[src/rtl/perip_pkg.sv]
// Shared definitions for the peripheral-port bus master.
// Size encodings, FSM states, lane masks and the alignment rule.
package perip_pkg;

    localparam logic [1:0] SIZE_B = 2'd0;
    localparam logic [1:0] SIZE_H = 2'd1;
    localparam logic [1:0] SIZE_W = 2'd2;

    localparam int RD_LAT_MAX = 4;

    localparam logic [3:0] WEA_B = 4'b0001;
    localparam logic [3:0] WEA_H = 4'b0011;
    localparam logic [3:0] WEA_W = 4'b1111;

    typedef enum logic [1:0] {
        IDLE,
        ISSUE,
        RD_WAIT,
        RESP
    } state_e;

    // Size 3 is never legal; half and word need natural alignment.
    function automatic logic misaligned(input logic [1:0] off,
                                        input logic [1:0] size);
        logic bad;
        bad = 1'b1;
        unique case (size)
            SIZE_B:  bad = 1'b0;
            SIZE_H:  bad = off[0];
            SIZE_W:  bad = |off;
            default: bad = 1'b1;
        endcase
        return bad;
    endfunction

    // Byte-lane enables for a legal access at byte offset off.
    function automatic logic [3:0] wea_mask(input logic [1:0] off,
                                            input logic [1:0] size);
        logic [3:0] m;
        m = WEA_W;
        unique case (size)
            SIZE_B:  m = WEA_B << off;
            SIZE_H:  m = WEA_H << off;
            default: m = WEA_W;
        endcase
        return m;
    endfunction

endpackage

[src/rtl/perip_load_align.sv]
// Load data alignment: shift the word down to the addressed byte,
// truncate to the access size, then sign- or zero-extend.
module perip_load_align
    import perip_pkg::*;
(
    input  logic [31:0] word,
    input  logic [1:0]  off,
    input  logic [1:0]  size,
    input  logic        uns,
    output logic [31:0] result
);

    logic [31:0] shifted;

    assign shifted = word >> {off, 3'b000};

    // Truncate and extend according to access size and signedness.
    always_comb begin
        result = shifted;
        unique case (size)
            SIZE_B: begin
                if (uns) result = {24'd0, shifted[7:0]};
                else     result = {{24{shifted[7]}}, shifted[7:0]};
            end
            SIZE_H: begin
                if (uns) result = {16'd0, shifted[15:0]};
                else     result = {{16{shifted[15]}}, shifted[15:0]};
            end
            default: result = shifted;
        endcase
    end

endmodule

[src/rtl/perip_master.sv]
// Single-outstanding bridge from core load/store requests to a
// peripheral port with a write port A and a registered read port B.
module perip_master
    import perip_pkg::*;
#(
    parameter int RD_LAT = 1
) (
    input  logic        clk,
    input  logic        rst,
    input  logic        req_valid,
    output logic        req_ready,
    input  logic        req_we,
    input  logic [31:0] req_addr,
    input  logic [1:0]  req_size,
    input  logic        req_unsigned,
    input  logic [31:0] req_wdata,
    output logic        rsp_valid,
    input  logic        rsp_ready,
    output logic [31:0] rsp_rdata,
    output logic        rsp_err,
    output logic        ena,
    output logic [31:0] addra,
    output logic [3:0]  wea,
    output logic [31:0] dina,
    output logic        enb,
    output logic [31:0] addrb,
    input  logic [31:0] doutb
);

    localparam int CW = $clog2(RD_LAT_MAX);
    localparam logic [CW-1:0] LAST = CW'(RD_LAT - 1);

    state_e        state;
    state_e        state_nx;
    logic [CW-1:0] cnt;
    logic          we_q;
    logic [1:0]    off_q;
    logic [1:0]    size_q;
    logic          uns_q;
    logic          accept;
    logic          bad;
    logic          last_rd;
    logic [31:0]   load_val;

    assign req_ready = (state == IDLE);
    assign accept    = req_valid & req_ready;
    assign bad       = misaligned(req_addr[1:0], req_size);
    assign last_rd   = (cnt == LAST);

    perip_load_align u_align (
        .word   (doutb),
        .off    (off_q),
        .size   (size_q),
        .uns    (uns_q),
        .result (load_val)
    );

    // State register.
    always_ff @(posedge clk or posedge rst) begin
        if (rst) state <= IDLE;
        else     state <= state_nx;
    end

    // Next-state decode; errors skip straight to the response.
    always_comb begin
        state_nx = state;
        unique case (state)
            IDLE: begin
                if (accept) state_nx = bad ? RESP : ISSUE;
            end
            ISSUE: begin
                state_nx = we_q ? RESP : RD_WAIT;
            end
            RD_WAIT: begin
                if (last_rd) state_nx = RESP;
            end
            RESP: begin
                if (rsp_ready) state_nx = IDLE;
            end
            default: state_nx = IDLE;
        endcase
    end

    // Latch request attributes and count read latency.
    always_ff @(posedge clk or posedge rst) begin
        if (rst) begin
            we_q   <= 1'b0;
            off_q  <= 2'd0;
            size_q <= SIZE_B;
            uns_q  <= 1'b0;
            cnt    <= '0;
        end else begin
            if (accept) begin
                we_q   <= req_we;
                off_q  <= req_addr[1:0];
                size_q <= req_size;
                uns_q  <= req_unsigned;
            end
            if (state == ISSUE)   cnt <= '0;
            if (state == RD_WAIT) cnt <= cnt + 1'b1;
        end
    end

    // Registered port strobes and response; strobes pulse in ISSUE.
    always_ff @(posedge clk or posedge rst) begin
        if (rst) begin
            ena       <= 1'b0;
            enb       <= 1'b0;
            wea       <= 4'd0;
            addra     <= 32'd0;
            addrb     <= 32'd0;
            dina      <= 32'd0;
            rsp_valid <= 1'b0;
            rsp_rdata <= 32'd0;
            rsp_err   <= 1'b0;
        end else begin
            ena <= 1'b0;
            enb <= 1'b0;
            wea <= 4'd0;
            unique case (state)
                IDLE: begin
                    if (accept) begin
                        if (bad) begin
                            rsp_valid <= 1'b1;
                            rsp_err   <= 1'b1;
                            rsp_rdata <= 32'd0;
                        end else if (req_we) begin
                            ena   <= 1'b1;
                            wea   <= wea_mask(req_addr[1:0], req_size);
                            addra <= {req_addr[31:2], 2'b00};
                            dina  <= req_wdata;
                        end else begin
                            enb   <= 1'b1;
                            addrb <= {req_addr[31:2], 2'b00};
                        end
                    end
                end
                ISSUE: begin
                    if (we_q) begin
                        rsp_valid <= 1'b1;
                        rsp_err   <= 1'b0;
                        rsp_rdata <= 32'd0;
                    end
                end
                RD_WAIT: begin
                    if (last_rd) begin
                        rsp_valid <= 1'b1;
                        rsp_err   <= 1'b0;
                        rsp_rdata <= load_val;
                    end
                end
                RESP: begin
                    if (rsp_ready) begin
                        rsp_valid <= 1'b0;
                        rsp_err   <= 1'b0;
                        rsp_rdata <= 32'd0;
                    end
                end
                default: ;
            endcase
        end
    end

endmodule

[config.mk]
export PLATFORM = sky130hd
export DESIGN_NAME = perip_master
export DESIGN_NICKNAME = d
export VERILOG_FILES = /design/src/rtl/perip_pkg.sv /design/src/rtl/perip_load_align.sv /design/src/rtl/perip_master.sv
export SDC_FILE = /design/constraint.sdc
export NUM_CORES = 1
export LEC_CHECK = 0
export ABC_CLOCK_PERIOD_IN_PS = 7300
export CORE_ASPECT_RATIO = 1.5
export CORE_MARGIN = 8
export CORE_UTILIZATION = 55
export CTS_CLUSTER_DIAMETER = 200
export DETAILED_ROUTE_END_ITERATION = 8
export DONT_BUFFER_PORTS = 1
export GPL_TIMING_DRIVEN = 0
export PLACE_DENSITY = 0.7
export SLEW_MARGIN = 20
export SYNTH_ARGS = -nofsm -noshare
export SYNTH_HDL_FRONTEND = slang
export SYNTH_HIERARCHICAL = 1
export SYNTH_SLANG_ARGS = --single-unit
[constraint.sdc]
create_clock -name clk -period 7.3 [get_ports clk]
set_input_delay 0.365 -clock clk [delete_from_list [all_inputs] [get_ports clk]]
set_output_delay 0.365 -clock clk [all_outputs]
set_load 0.1 [all_outputs]
==> Word level (Yosys, flattened, before mapping) <==
Cells that the tools add are included.
{ "op_classes": {"order_cmp": 0, "reduce_logical": 10, "n_div": 0, "mul": 0, "bitwise": 3, "eq_ne": 11, "n_shift": 3, "n_addsub": 1, "muxes": 40} }
{ "op_table": {"columns": ["operator", "n"], "rows": [
  ["$mux W32", 7],
  ["$pmux W32 S4", 1],
  ["$pmux W32 S2", 1],
  ["$shr A32 B5 Y32", 1],
  ["$mux W1", 16],
  ["$mux W4", 4],
  ["$mux W2", 6],
  ["$logic_not A2 Y1", 4],
  ["$pmux W1 S4", 2],
  ["$pmux W2 S4", 1],
  ["$pmux W4 S2", 1],
  ["$reduce_and A4 Y1", 2],
  ["$eq A2 B1 Y1 const B", 3],
  ["$eq A2 B2 Y1 const B", 3],
  ["$ne A2 B2 Y1 const B", 3],
  ["$reduce_and A5 Y1", 1],
  ["$ne A2 B1 Y1 const B", 2],
  ["$shl A1 B2 Y4 const A", 1],
  ["$shl A2 B2 Y4 const A", 1],
  ["$pmux W1 S3", 1],
  ["$reduce_and A3 Y1", 1],
  ["$add A2 B1 Y2 const B", 1],
  ["$not A1 Y1", 2],
  ["$reduce_bool A2 Y1", 1],
  ["2 further kinds", 2]
]} }
{ "word_totals": {"out_inout_bits": 137, "in_bits": 104, "reg_bits": 142, "ram_bits": 0, "mem_bits_ro": 0, "wordCells": 83, "latchBits": 0, "memories": 0} }

==> Depth between registers and ports, before layout <==
{ "logic_depth": {"word_depth": 6, "ltp_mapped": 9, "depth_no_buf": 6} }

==> Cells and area by module <==
Netlist, hierarchy kept.
{ "by_module_without_submodules": {"columns": ["mod", "cells_each", "seq_area_each_um2", "instances", "area_each_um2"], "rows": [
  ["perip_master", 413, 3553.4, 1, 5873.1],
  ["perip_load_align", 103, 0.0, 1, 768.2]
]} }

==> Worst setup path after synthesis <==
Ideal clock, no wire load.
{ "synth_timing": {"kind": "register to register", "from": "reg state[0]", "to": "reg addrb[11]", "path_slack_ps": 4600, "path_buffers": 3, "setup_ps": 125, "t_arrival_ps": 2575, "path_stages_with_launch": 9, "cell_sequence": "dfrtp_1 > inv_1 > ha_1 > buf_6 > nand2_1 > or3_1 > buf_6 > buf_12 > mux2_4"} }
{ "synth_between": {"elab_chain_cells": 3} }
{ "synth_rtl": {"columns": ["element", "line", "rtl"], "rows": [
  ["start: declaration", "perip_master.sv:33", "state_e state;"],
  ["start signal: assignment", "perip_master.sv:61", "else state <= state_nx;"],
  ["$logic_not A2 Y1 (*)", "perip_master.sv:45", "assign req_ready = (state == IDLE);"],
  ["via req_ready", "perip_master.sv:11", "output logic req_ready,"],
  ["$and A1 B1 Y1", "perip_master.sv:46", "assign accept = req_valid & req_ready;"],
  ["$reduce_and A4 Y1 (no line) (*)", null, null],
  ["end signal: assignment", "perip_master.sv:134", "addrb <= {req_addr[31:2], 2'b00};"],
  ["end: declaration", "perip_master.sv:26", "output logic [31:0] addrb,"]
]} }
Mark *: on every way through the listed nets, which the timed path passes. The rest lies on a longest branch.
A chain may end at the register's enable or synchronous reset.

==> Worst setup path after layout <==
{ "layout_timing": {"from": "reg state[0]", "to": "reg addra[17]"} }
{ "layout_between": {"elab_chain_cells": 3} }
{ "layout_rtl": {"columns": ["element", "line", "rtl"], "rows": [
  ["$logic_not A2 Y1 (*)", "perip_master.sv:45", null],
  ["via req_ready", "perip_master.sv:11", null],
  ["$and A1 B1 Y1", "perip_master.sv:46", null],
  ["$reduce_and A4 Y1 (no line) (*)", null, null],
  ["end signal: assignment", "perip_master.sv:130", "addra <= {req_addr[31:2], 2'b00};"],
  ["end: declaration", "perip_master.sv:22", "output logic [31:0] addra,"]
]} }
Marks and branches as above.

==> metrics.txt <==
# TYPE chip_impl_metric gauge
chip_impl_info{name="outcome",value="complete, no violations"} 1
chip_impl_metric{name="max_freq",unit="MHz"} 329
chip_impl_metric{name="yosysUniqueCellTypes",unit=""} 43
chip_impl_metric{name="post_cts_buffers",unit=""} 0
chip_impl_metric{name="drt_wl_total",unit="um"} 16200
chip_impl_metric{name="grt-ovfl-total",unit=""} 0
chip_impl_info{name="mostFrequentLayoutCell",value="sky130_fd_sc_hd__dfrtp_1"} 1
chip_impl_metric{name="critical_path.n_buffers_inverters",unit=""} 5
chip_impl_info{name="cpMaxStageDelayCell",value="sky130_fd_sc_hd__ha_1"} 1
chip_impl_metric{name="synth-edff-count",unit=""} 0
chip_impl_metric{name="syn-mean-instance-area",unit="um^2"} 12.9
chip_impl_metric{name="maxCapViolations",unit=""} 0
chip_impl_metric{name="synth_seq_area_share",unit=""} 0.535
chip_impl_metric{name="synth.cell_area",unit="mm^2"} 0.00664
chip_impl_metric{name="detailedPlacementHpwl",unit="um"} 12600
chip_impl_metric{name="worst_pin_slew",unit="ps"} 1040
chip_impl_metric{name="worst_slew_margin_relative_to_its_limit",unit=""} 0.306
chip_impl_metric{name="cts-hold-fix-buffers",unit=""} 1
chip_impl_info{name="layout.cells.most_common_list",value="sky130_fd_sc_hd__dfrtp_1, sky130_fd_sc_hd__mux2i_1, sky130_fd_sc_hd__mux2_1"} 1
chip_impl_metric{name="finalCriticalPeriod",unit="ps"} 3040
chip_impl_metric{name="syn_to_final_growth",unit="%"} 12.3
chip_impl_metric{name="port_buffers",unit=""} 0
chip_impl_metric{name="crit_required",unit="ps"} 7580
chip_impl_metric{name="finalClockSkew",unit="ps"} 8.45
chip_impl_metric{name="post_cts_resized",unit=""} 0
chip_impl_metric{name="drt-wirelength-per-cell",unit="um"} 22.9
chip_impl_metric{name="antenna_found_initial",unit=""} 0
chip_impl_metric{name="ioPinCount",unit=""} 241
chip_impl_metric{name="vias_in_the_first_global_route",unit=""} 4266
chip_impl_metric{name="setup_slack_reg_to_reg",unit="ps"} 4260
chip_impl_metric{name="die_area",unit="mm^2"} 0.0159
chip_impl_metric{name="die_height",unit="um"} 151
chip_impl_metric{name="report.final.hold_viol_count",unit=""} 0
chip_impl_metric{name="postSynthRegisterBits",unit=""} 142
chip_impl_metric{name="antennaDiodeCount",unit=""} 0
chip_impl_metric{name="drt_iter0_drc",unit=""} 85
chip_impl_metric{name="cts_buffers",unit=""} 17
chip_impl_metric{name="gp_congestion",unit=""} 0.803
chip_impl_metric{name="synth-warning-count",unit=""} 6
chip_impl_metric{name="remaining_drc_errors",unit=""} 0
chip_impl_info{name="worstHoldPathType",value="in -> reg"} 1
chip_impl_metric{name="row_count",unit=""} 49
chip_impl_metric{name="setup_violations_final",unit=""} 0
chip_impl_metric{name="finalNetCount",unit=""} 649
chip_impl_info{name="crit_family",value="adder cells"} 1
chip_impl_metric{name="grt_start_max_net_pins",unit=""} 112
chip_impl_metric{name="floorplan.die.width",unit="um"} 106
chip_impl_metric{name="max-clock-path-buffers",unit=""} 2
chip_impl_info{name="cts_root_buf",value="sky130_fd_sc_hd__clkbuf_16"} 1
chip_impl_metric{name="finalCritPeriodShare",unit=""} 0.416
chip_impl_metric{name="global_route.usage.total",unit=""} 0.201
chip_impl_metric{name="total_of_fill_cells_in_the_finished_design",unit=""} 919
chip_impl_metric{name="htree_levels",unit=""} 4
chip_impl_info{name="ys_dominant_reg_cell",value="sky130_fd_sc_hd__dfrtp_1"} 1
chip_impl_metric{name="initial_core_util",unit=""} 0.558
chip_impl_info{name="timing.critical_path.from_type",value="register"} 1
chip_impl_metric{name="dr_total_vias",unit=""} 3980
chip_impl_metric{name="insertion_delay",unit="ps"} 410
chip_impl_metric{name="core_region_area",unit="mm^2"} 0.0119
chip_impl_info{name="rsz_0062_raised_after_global_routing",value="no"} 1
chip_impl_metric{name="route.antenna.remaining_nets",unit=""} 0
chip_impl_metric{name="first_pass_grt_wire_length",unit="um"} 24900
chip_impl_metric{name="worst_ep_arrival_time",unit="ps"} 3320
chip_impl_info{name="worstSetupPathType",value="reg -> reg"} 1
chip_impl_metric{name="cp_slowest_stage_delay",unit="ps"} 860
chip_impl_info{name="cp-end-kind",value="register"} 1
chip_impl_metric{name="tns",unit="ps"} 0
chip_impl_metric{name="crit_path_max_fanout",unit=""} 10
chip_impl_metric{name="drive_above_1_share",unit=""} 0.225
chip_impl_info{name="critical_path.cell_chain",value="inv_1 -> ha_1 -> buf_6 -> nand3_1 -> nand2b_1 -> buf_6 -> inv_4 -> buf_6 -> mux2_1"} 1
chip_impl_metric{name="routed_via_density",unit=""} 5.65
chip_impl_metric{name="synth-async-reset-ratio",unit=""} 1.00
chip_impl_metric{name="clkSinkCount",unit=""} 142
chip_impl_metric{name="netlist_instances",unit=""} 516
chip_impl_metric{name="pre_repair_dr_iteration_count",unit=""} 6
chip_impl_info{name="critical_path.most_common_cell",value="sky130_fd_sc_hd__buf_6"} 1
chip_impl_metric{name="final-max-slew-violation-count",unit=""} 0
chip_impl_info{name="tritoncts",value="built"} 1
chip_impl_metric{name="clk_transition_reported_paths",unit="ps"} 60
## kinds of logic (layout without fill, tap and decap cells)
| logic type | after synthesis | after routing | synth area share |
|---|---|---|---|
| buffers and inverters | 73 | 106 | 0.0650 |
| adder cells (fa/ha/maj) | 5 | 5 | 0.00942 |
| other | 1 | 4 | 0.000565 |
| flip-flops | 142 | 142 | 0.535 |
| AND/OR/NAND/NOR | 82 | 82 | 0.0610 |
| multiplexers | 150 | 150 | 0.262 |
| XOR/XNOR | 2 | 2 | 0.00264 |
| AO/OA/AOI/OAI | 61 | 61 | 0.0639 |
## synth_stat cells (all sizes together), types with 2 or more instances
master / instances / area, um^2
buf: 27 / 256
nor2: 9 / 43.8
nand3: 4 / 20.0
dfrtp: 142 / 3550
a211oi: 7 / 52.6
mux2i: 50 / 500
o22ai: 8 / 50.1
or2: 10 / 62.6
clkbuf: 6 / 22.5
inv: 40 / 153
nand2: 37 / 139
a2111oi: 2 / 17.5
mux2: 100 / 1240
o21ai: 5 / 25.0
nor2b: 10 / 62.6
ha: 5 / 62.6
nor3: 3 / 20.0
o2bb2ai: 8 / 70.1
nand2b: 6 / 37.5
a21oi: 25 / 125
## registers in the layout, indices dropped and copies added, names as in the netlist, 2 cells and up
| signal | count |
|---|---|
| state | 2 |
| dina | 32 |
| cnt | 2 |
| size_q | 2 |
| off_q | 2 |
| rsp_rdata | 32 |
| addrb | 30 |
| addra | 30 |
| wea | 4 |
## layout make-up
type                            instances  area (um^2)  share of cell area
Sequential cell                       142         3550               0.476
Multi-Input combinational cell        304         2670               0.358
Clock buffer                           18          429              0.0575
Buffer                                 33          279              0.0374
Tap cell                              153          191              0.0257
Inverter                               40          160              0.0215
Clock inverter                         13          141              0.0190
Timing Repair Buffer                    2         37.5             0.00503
## per-stage QoR
stage	setup slack, ps	instances	hold WS [ps]	util	cell area (um^2)
after floorplan	3130	519	438	-	6650
after global placement	1830	672	444	0.575	6840
after detailed placement	4260	673	191	0.578	6880
after CTS	4240	705	14.9	0.627	7460
after global routing	4150	705	10.5	0.627	7460
final	4260	705	34.4	0.627	7460
## path summary, 6_finish.rpt
check,cells after the start,start,to
worst max-delay path,9,state[0]$_DFFE_PP0P_,addra[17]$_DFFE_PP0P_
worst min-delay path,1,req_addr[1],wea[1]$_DFF_PP0_
worst max register to register,9,state[0]$_DFFE_PP0P_,addra[17]$_DFFE_PP0P_
worst min register to register,2,we_q$_DFFE_PP0N_,we_q$_DFFE_PP0N_
max in group asynchronous,3,rst,dina[26]$_DFFE_PP0P_
min in group asynchronous,2,rst,addra[31]$_DFFE_PP0P_
## routing by layer
metal,global-route usage,up-vias,part of all wire
li1,-,1816,-
met1,0.198,1963,0.34
met2,0.357,183,0.53
met3,0.0938,18,0.11
met4,0.0784,0,0.019
met5,0,-,0
Power is left out: the tool's default activity adds up to more than one toggle a clock period on the data nets, which glitch-free logic cannot reach.
